`src/rtl/vga_timing_gen_if.sv`:
```
// Shared VGA raster bus plus the default screen geometry used by the timing generator.
package vga_pkg;
  localparam int HOR_PIXELS = 800;
  localparam int VER_PIXELS = 600;
endpackage

interface vga_if;
  logic [10:0] hcount;
  logic [10:0] vcount;
  logic        hsync;
  logic        vsync;
  logic        hblnk;
  logic        vblnk;
  logic [11:0] rgb;

  modport out (output hcount, vcount, hsync, vsync, hblnk, vblnk, rgb);
  modport in  (input  hcount, vcount, hsync, vsync, hblnk, vblnk, rgb);
endinterface

```
`src/rtl/vga_timing_gen.sv`:
```
// Free-running VGA raster counter with registered sync/blank decodes, frame strobe and frame counter.
module vga_timing_gen #(
  parameter int H_ACTIVE = vga_pkg::HOR_PIXELS,
  parameter int H_FP     = 40,
  parameter int H_SYNC   = 128,
  parameter int H_BP     = 88,
  parameter int V_ACTIVE = vga_pkg::VER_PIXELS,
  parameter int V_FP     = 1,
  parameter int V_SYNC   = 4,
  parameter int V_BP     = 23,
  parameter int FCNT_W   = 16
) (
  input  logic              clk,
  input  logic              rst_n,
  input  logic              en,
  vga_if.out                vga_out,
  output logic              frame_start,
  output logic [FCNT_W-1:0] frame_cnt
);
  localparam int H_TOTAL = H_ACTIVE + H_FP + H_SYNC + H_BP;
  localparam int V_TOTAL = V_ACTIVE + V_FP + V_SYNC + V_BP;

  if (H_TOTAL > 2048 || V_TOTAL > 2048) begin : g_bad_geometry
    $error("vga_timing_gen: H_TOTAL/V_TOTAL must not exceed 2048");
  end

  localparam logic [10:0] H_MAX      = 11'(H_TOTAL - 1);
  localparam logic [10:0] V_MAX      = 11'(V_TOTAL - 1);
  localparam logic [10:0] H_BLNK_ON  = 11'(H_ACTIVE);
  localparam logic [10:0] V_BLNK_ON  = 11'(V_ACTIVE);
  localparam logic [10:0] H_SYNC_ON  = 11'(H_ACTIVE + H_FP);
  localparam logic [10:0] V_SYNC_ON  = 11'(V_ACTIVE + V_FP);
  // Sync end can equal 2048 when the back porch is empty, so it gets one extra bit.
  localparam logic [11:0] H_SYNC_OFF = 12'(H_ACTIVE + H_FP + H_SYNC);
  localparam logic [11:0] V_SYNC_OFF = 12'(V_ACTIVE + V_FP + V_SYNC);

  logic [10:0] h_q, v_q, h_nxt, v_nxt;
  logic        hsync_q, vsync_q, hblnk_q, vblnk_q;
  logic        h_wrap, frame_wrap;

  always_comb begin
    h_wrap     = (h_q == H_MAX);
    frame_wrap = h_wrap && (v_q == V_MAX);
    h_nxt      = h_wrap ? 11'd0 : h_q + 11'd1;
    v_nxt      = v_q;
    if (frame_wrap)  v_nxt = 11'd0;
    else if (h_wrap) v_nxt = v_q + 11'd1;
  end

  // Decodes are taken from the next-state counts so they land in the same register stage.
  always_ff @(posedge clk or negedge rst_n) begin
    if (!rst_n) begin
      h_q         <= '0;
      v_q         <= '0;
      hsync_q     <= 1'b0;
      vsync_q     <= 1'b0;
      hblnk_q     <= 1'b0;
      vblnk_q     <= 1'b0;
      frame_start <= 1'b1;
      frame_cnt   <= '0;
    end else if (en) begin
      h_q         <= h_nxt;
      v_q         <= v_nxt;
      hblnk_q     <= (h_nxt >= H_BLNK_ON);
      vblnk_q     <= (v_nxt >= V_BLNK_ON);
      hsync_q     <= (h_nxt >= H_SYNC_ON) && ({1'b0, h_nxt} < H_SYNC_OFF);
      vsync_q     <= (v_nxt >= V_SYNC_ON) && ({1'b0, v_nxt} < V_SYNC_OFF);
      frame_start <= frame_wrap;
      if (frame_wrap) frame_cnt <= frame_cnt + 1'b1;
    end else begin
      frame_start <= 1'b0;
    end
  end

  assign vga_out.hcount = h_q;
  assign vga_out.vcount = v_q;
  assign vga_out.hsync  = hsync_q;
  assign vga_out.vsync  = vsync_q;
  assign vga_out.hblnk  = hblnk_q;
  assign vga_out.vblnk  = vblnk_q;
  assign vga_out.rgb    = 12'h000;
endmodule
```
`src/flat_wrapper.sv`:
```
// flat-port wrapper written by rule: the top's interface ports become plain ports
module vga_timing_gen_flat 
#(
  parameter int H_ACTIVE = vga_pkg::HOR_PIXELS,
  parameter int H_FP     = 40,
  parameter int H_SYNC   = 128,
  parameter int H_BP     = 88,
  parameter int V_ACTIVE = vga_pkg::VER_PIXELS,
  parameter int V_FP     = 1,
  parameter int V_SYNC   = 4,
  parameter int V_BP     = 23,
  parameter int FCNT_W   = 16
)
  (clk, rst_n, en, frame_start, frame_cnt, vga_out_hcount, vga_out_vcount, vga_out_hsync, vga_out_vsync, vga_out_hblnk, vga_out_vblnk, vga_out_rgb);
  vga_if vga_out_i ();
  input  logic clk;
  input  logic rst_n;
  input  logic en;
  output logic frame_start;
  output logic [FCNT_W-1:0] frame_cnt;
  output wire logic [$bits(vga_out_i.hcount)-1:0] vga_out_hcount;
  output wire logic [$bits(vga_out_i.vcount)-1:0] vga_out_vcount;
  output wire logic [$bits(vga_out_i.hsync)-1:0] vga_out_hsync;
  output wire logic [$bits(vga_out_i.vsync)-1:0] vga_out_vsync;
  output wire logic [$bits(vga_out_i.hblnk)-1:0] vga_out_hblnk;
  output wire logic [$bits(vga_out_i.vblnk)-1:0] vga_out_vblnk;
  output wire logic [$bits(vga_out_i.rgb)-1:0] vga_out_rgb;
  assign vga_out_hcount = vga_out_i.hcount;
  assign vga_out_vcount = vga_out_i.vcount;
  assign vga_out_hsync = vga_out_i.hsync;
  assign vga_out_vsync = vga_out_i.vsync;
  assign vga_out_hblnk = vga_out_i.hblnk;
  assign vga_out_vblnk = vga_out_i.vblnk;
  assign vga_out_rgb = vga_out_i.rgb;
  vga_timing_gen #(.H_ACTIVE(H_ACTIVE), .H_FP(H_FP), .H_SYNC(H_SYNC), .H_BP(H_BP), .V_ACTIVE(V_ACTIVE), .V_FP(V_FP), .V_SYNC(V_SYNC), .V_BP(V_BP), .FCNT_W(FCNT_W)) u_core (.clk(clk), .rst_n(rst_n), .en(en), .vga_out(vga_out_i), .frame_start(frame_start), .frame_cnt(frame_cnt));
endmodule
```
`config.mk`:
```
export PLATFORM = sky130hd
export DESIGN_NAME = vga_timing_gen_flat
export DESIGN_NICKNAME = d
export VERILOG_FILES = /design/src/rtl/vga_timing_gen_if.sv /design/src/rtl/vga_timing_gen.sv /design/src/flat_wrapper.sv
export SDC_FILE = /design/constraint.sdc
export NUM_CORES = 1
export LEC_CHECK = 0
export BUFFER_PORTS_ARGS = -buffer_cell sky130_fd_sc_hd__buf_2
export CORE_MARGIN = 3
export CORE_UTILIZATION = 50
export DETAILED_ROUTE_END_ITERATION = 16
export PLACE_DENSITY = 0.83
export SLEW_MARGIN = 20
export SYNTH_ARGS = -nofsm -noshare
export SYNTH_HDL_FRONTEND = slang
export SYNTH_SLANG_ARGS = --single-unit
```
`constraint.sdc`:
```
create_clock -name clk -period 2.7 [get_ports clk]
set_input_delay 0.405 -clock clk [delete_from_list [all_inputs] [get_ports clk]]
set_output_delay 0.405 -clock clk [all_outputs]
set_load 0.05 [all_outputs]
```
==> results.txt <==
- Status: finished, final reports clean
- Share of post-route cells with drive strength above 1: 0.2332
- Setup violations remaining at the end of the flow were counted as 0.
- Number of iterations in the first detailed-routing pass: 4
* Library cells used by synthesis: 56
- Power density over cell area: around 720 nW/µm²
- Post-CTS setup buffer count: 0
- Counting cells, the worst reg-to-reg path comes to 6.
* Vias in the first global route: around 2100
- Ranked by total cell area, the synthesized netlist is headed by dfrtp_1 40%, xnor2_1 6.7%, nand4_1 5.3%.
* Drt wl/cell: 15.25 µm
- Placed Instances: between 300 and 400
- Via count: 2215
- Aggregate routed wire length: between 5000 and 6000 µm
* Slew at the pin closest to its max-slew limit: 944.5 ps
- Clock transition at path regs: 80 ps
* Total number of H-tree levels: 2
* Starting DRT DRC Count: between 150 and 200
- Total number of clock tree sinks: 43
- Number of buffers on the longest clock path: 2
* Beginning of the worst register-to-register path: u_core.vga_out.hcount[6]
* Net switching share of the total power: 0.4163
* Final period utilization: 0.8961
* Die ar.: 6136 µm²
- Total routing resource utilization after global routing: 0.1975
- Post-synthesis register bit count: 43
- Cells after synthesis: approximately 280
- Portion of total power attributed to sequential cells: 0.400
- Uppermost layer routed: met4
* Slew margin rel.: 0.3703
* DR WL met2: roughly 2700 µm
* Unrepaired setup endpoints after global routing: false
* Effective utilization at floorplan: 0.5362
- Buffers inserted to repair hold after CTS numbered 0.
* Gp weighted congestion: 0.9075
- STA classifies the critical path startpoint as a register.
- In the final routing, the length of wire on met1 measures approximately 2700 µm.
- Fraction of the yosys area taken by sequential cells: 0.4118
* Boundary pin count: 58
- Required arrival time at the worst endpoint: 2920 ps
* Leakage: 1.362 nW
- Counting flops with a built-in enable in the synthesized netlist gives 0.
- The first global-routing pass estimated a little under 10000 µm of wire.
- The max-slew violation count is 0.
- A synthesized cell averages around 9.5 µm².
- The largest single stage delay on the critical path is just over 600 ps.
* Post-synth top flop: dfrtp_1
- The worst setup path is captured at a register.
- Worst min-delay path category: in -> async
- Non-filler instance count after layout: 380
- Among all stages on the critical path, the largest delay is contributed by or4_4.
- Along the worst path, the maximum fanout reaches 13.
- DRC viols: 0
- Overflow left after global routing: 0
- Of the total synthesized cell area, the portion taken by full adders, half adders and majority gates is 0.01435.
- Measured against the total synthesized area, the mux share comes to 0.03730.
- Count of instances resized after the clock tree is built: 0
- Dominant combinational cell family by area after synthesis: simple AND/OR/NAND/NOR gates
* Reg-to-reg slack, setup: 280 ps
- Library cell occupying the most area in the post-synthesis netlist: dfrtp_1
* Internal portion of total power: about 1.2 mW
- Of the total power, combinational logic draws 0.354.
- The share of synthesized area in the top cell type comes to 0.4017.
- TritonCTS built the clock tree.
- Crit path DAT: around 2600 ps
- Critical setup path kind: reg -> reg
- Compared with the post-synthesis result, the final layout area differs by 12.53%.
* Placeable core area: roughly 5000 µm²
- Number of clock buffers inserted by TritonCTS: 5
* Detailed-route vias per instance: between 5 and 6
* Number of antenna cells inserted: 0
* Worst Skew: between 6 and 7 ps
* Synth Area in Compound Gates: 0.1162
- Post-layout minimum cycle time: 2419 ps
* Remaining antenna violation count after routing: 0
- Measured along the x axis, the die boundary spans ~80 µm.
- After synthesis, the share of flip-flops with an asynchronous set or reset is 1.000.
- Nets: between 300 and 400
* Number of warnings issued by yosys: 0
* Port buffer count: 45
* Sw power: 0.8871 mW
- Of the total synthesized cell area, the portion taken by XOR and XNOR cells is 0.09708.
- The count of endpoints failing hold in the final timing report was 0.
- CTS Root Cell: clkbuf_8
- The filler cells instantiated in the layout total around 430.
- Initial antenna violation count: 0
* Post-route setup TNS: 0 ps
- The share of total power dissipated in the clock network is 0.246.
- Summed over all nets, wire length on met3 after detailed routing comes to ~370 µm.
* Die span in y: 78.34 µm
- FP Rows: 25
* Simple-gate share of the synthesized area: 0.2468
- For this run, the share of the core covered by cells in the final layout is 0.6033.
- Capture point of the worst reg-to-reg path: u_core.vga_out.vsync
- Post-DP HPWL: between 4000 and 5000 µm
- Largest net degree at the start of global routing: 44
* Max cap viols: 0
- Static timing analysis puts the maximum clock frequency at 0.4133 GHz.
- Maximum ir drop on the vdd rail: 0.4378 mV
- The clock reaches the later pin of the worst-skew pair after approximately 300 ps.
* Sequence of cells on the critical path: or4_4, nor4_2, nand3_1, mux2i_1, nand4bb_1, o2bb2ai_1
- The cell area that synthesis handed to floorplanning was between 2000 and 3000 µm².
-- logic make-up (layout without fill, tap and decap cells) --
kind of cell	Yosys count	after routing
adder cells (fa/ha/maj)	3	3
AND/OR/NAND/NOR	110	110
AO/OA/AOI/OAI	44	44
multiplexers	9	9
XOR/XNOR	29	29
flip-flops	43	43
buffers and inverters	36	63
other	1	12
-- sequential cells by signal, summed over array words and instances (netlist names) --
signal	count
u_core.vga_out.hblnk	1
u_core.frame_start	1
u_core.frame_cnt	16
u_core.vga_out.hcount	11
u_core.vga_out.hsync	1
u_core.vga_out.vblnk	1
u_core.vga_out.vsync	1
u_core.vga_out.vcount	11
-- through the flow --
step / power (mW) / setup WS, ps / cell area, µm² / hold slack, ps
5_1_grt: 2.249 / 130.7 / 2944 / 333.5
3_3_place_gp: 1.601 / 410.6 / 2826 / 461.6
6_report: 2.131 / 280.6 / 2944 / 242.5
3_5_place_dp: 1.617 / 322.4 / 2826 / 459.4
2_1_floorplan: 1.469 / 295.2 / 2658 / 109.4
4_1_cts: 2.146 / 309.3 / 2944 / 288.3
-- worst max-delay path by stage --
| stage | startpoint | to | slack, ps |
|---|---|---|---|
| 3_3_place_gp | u_core.vga_out.hcount[6] | u_core.vga_out.vblnk | 410 |
| 4_1_cts | u_core.vga_out.hcount[6] | u_core.vga_out.vsync | 310 |
| 5_1_grt | u_core.vga_out.hcount[0] | u_core.frame_cnt[13] | 130 |
| 3_5_place_dp | u_core.vga_out.hcount[6] | u_core.vga_out.vsync | 320 |
| 6_report | u_core.vga_out.hcount[6] | u_core.vga_out.vsync | 280 |
| 2_1_floorplan | u_core.vga_out.vcount[0] | u_core.frame_cnt[15] | 300 |
-- per-layer routing --
layer,GRT usage,up-vias
li1,-,1048
met1,0.2674,1075
met2,0.3134,83
met3,0.04358,9
met4,0.06643,0
met5,0,-
-- power groups by stage --
stage	Sequential (mW)	Clock (mW)	Combinational, mW
finish	0.853	0.524	0.754
global route	0.872	0.571	0.805
CTS	0.851	0.540	0.755
detailed placement	0.865	0	0.752
global placement	0.857	0	0.743
floorplan	1.06	0	0.411
-- cell type report --
class                   count  area (µm²)  share of cell area
clock inverters             2       35.03             0.01190
well taps                  67       83.83             0.02847
repair buffers             50       262.8             0.08925
inverters                   5       18.77            0.006375
flip-flops and latches     43        1077              0.3659
clock buffers               6       82.58             0.02805
multi-input cells         207        1384              0.4700
-- placed cells by master (no fill, tap or decap), types with 2 or more instances in the layout --
cell type / Yosys / layout
nand3_1: 14 / 14
and3_1: 8 / 8
nand2_1: 18 / 18
xor2_1: 9 / 9
nand4_1: 22 / 22
clkbuf_8: 0 / 6
ha_1: 3 / 3
mux2_2: 6 / 6
or4_4: 2 / 2
a221oi_1: 2 / 2
a31oi_1: 4 / 4
and2_1: 6 / 6
nor3_2: 2 / 2
mux2i_1: 3 / 3
buf_2: 7 / 45
inv_1: 5 / 5
o21ai_1: 2 / 2
buf_4: 12 / 5
nor2_1: 18 / 18
and4_1: 4 / 4
nor3_1: 2 / 2
o22ai_1: 2 / 2
nor2b_1: 2 / 2
o31ai_1: 4 / 4
xnor2_1: 20 / 20
o2bb2ai_1: 2 / 2
dfrtp_1: 42 / 42
conb_1: 1 / 12
o21ai_0: 10 / 10
nand2b_1: 2 / 2
a21oi_1: 5 / 5
-- worst max-delay path: cells and delay by family, from the launching register on --
kind | cells | cell delay (ps)
AO/OA/AOI/OAI | 1 | 160
flip-flops | 1 | 550
multiplexers | 1 | 180
AND/OR/NAND/NOR | 4 | 1450
-- cell usage after synthesis (2+ instances only) --
cell	instances
nand2_1	18
and4_1	4
nor3_2	2
a221oi_1	2
nand2b_1	2
mux2i_1	3
buf_2	7
nor3_1	2
xor2_1	9
nor2_1	18
a21oi_1	5
o21ai_0	10
nand3_1	14
and3_1	8
clkbuf_1	11
ha_1	3
inv_1	5
o21ai_1	2
dfrtp_1	42
o31ai_1	4
o2bb2ai_1	2
and2_1	6
buf_4	12
a31oi_1	4
xnor2_1	20
nor2b_1	2
mux2_2	6
or4_4	2
nand4_1	22
o22ai_1	2
Power figures use the tool's default switching activity.
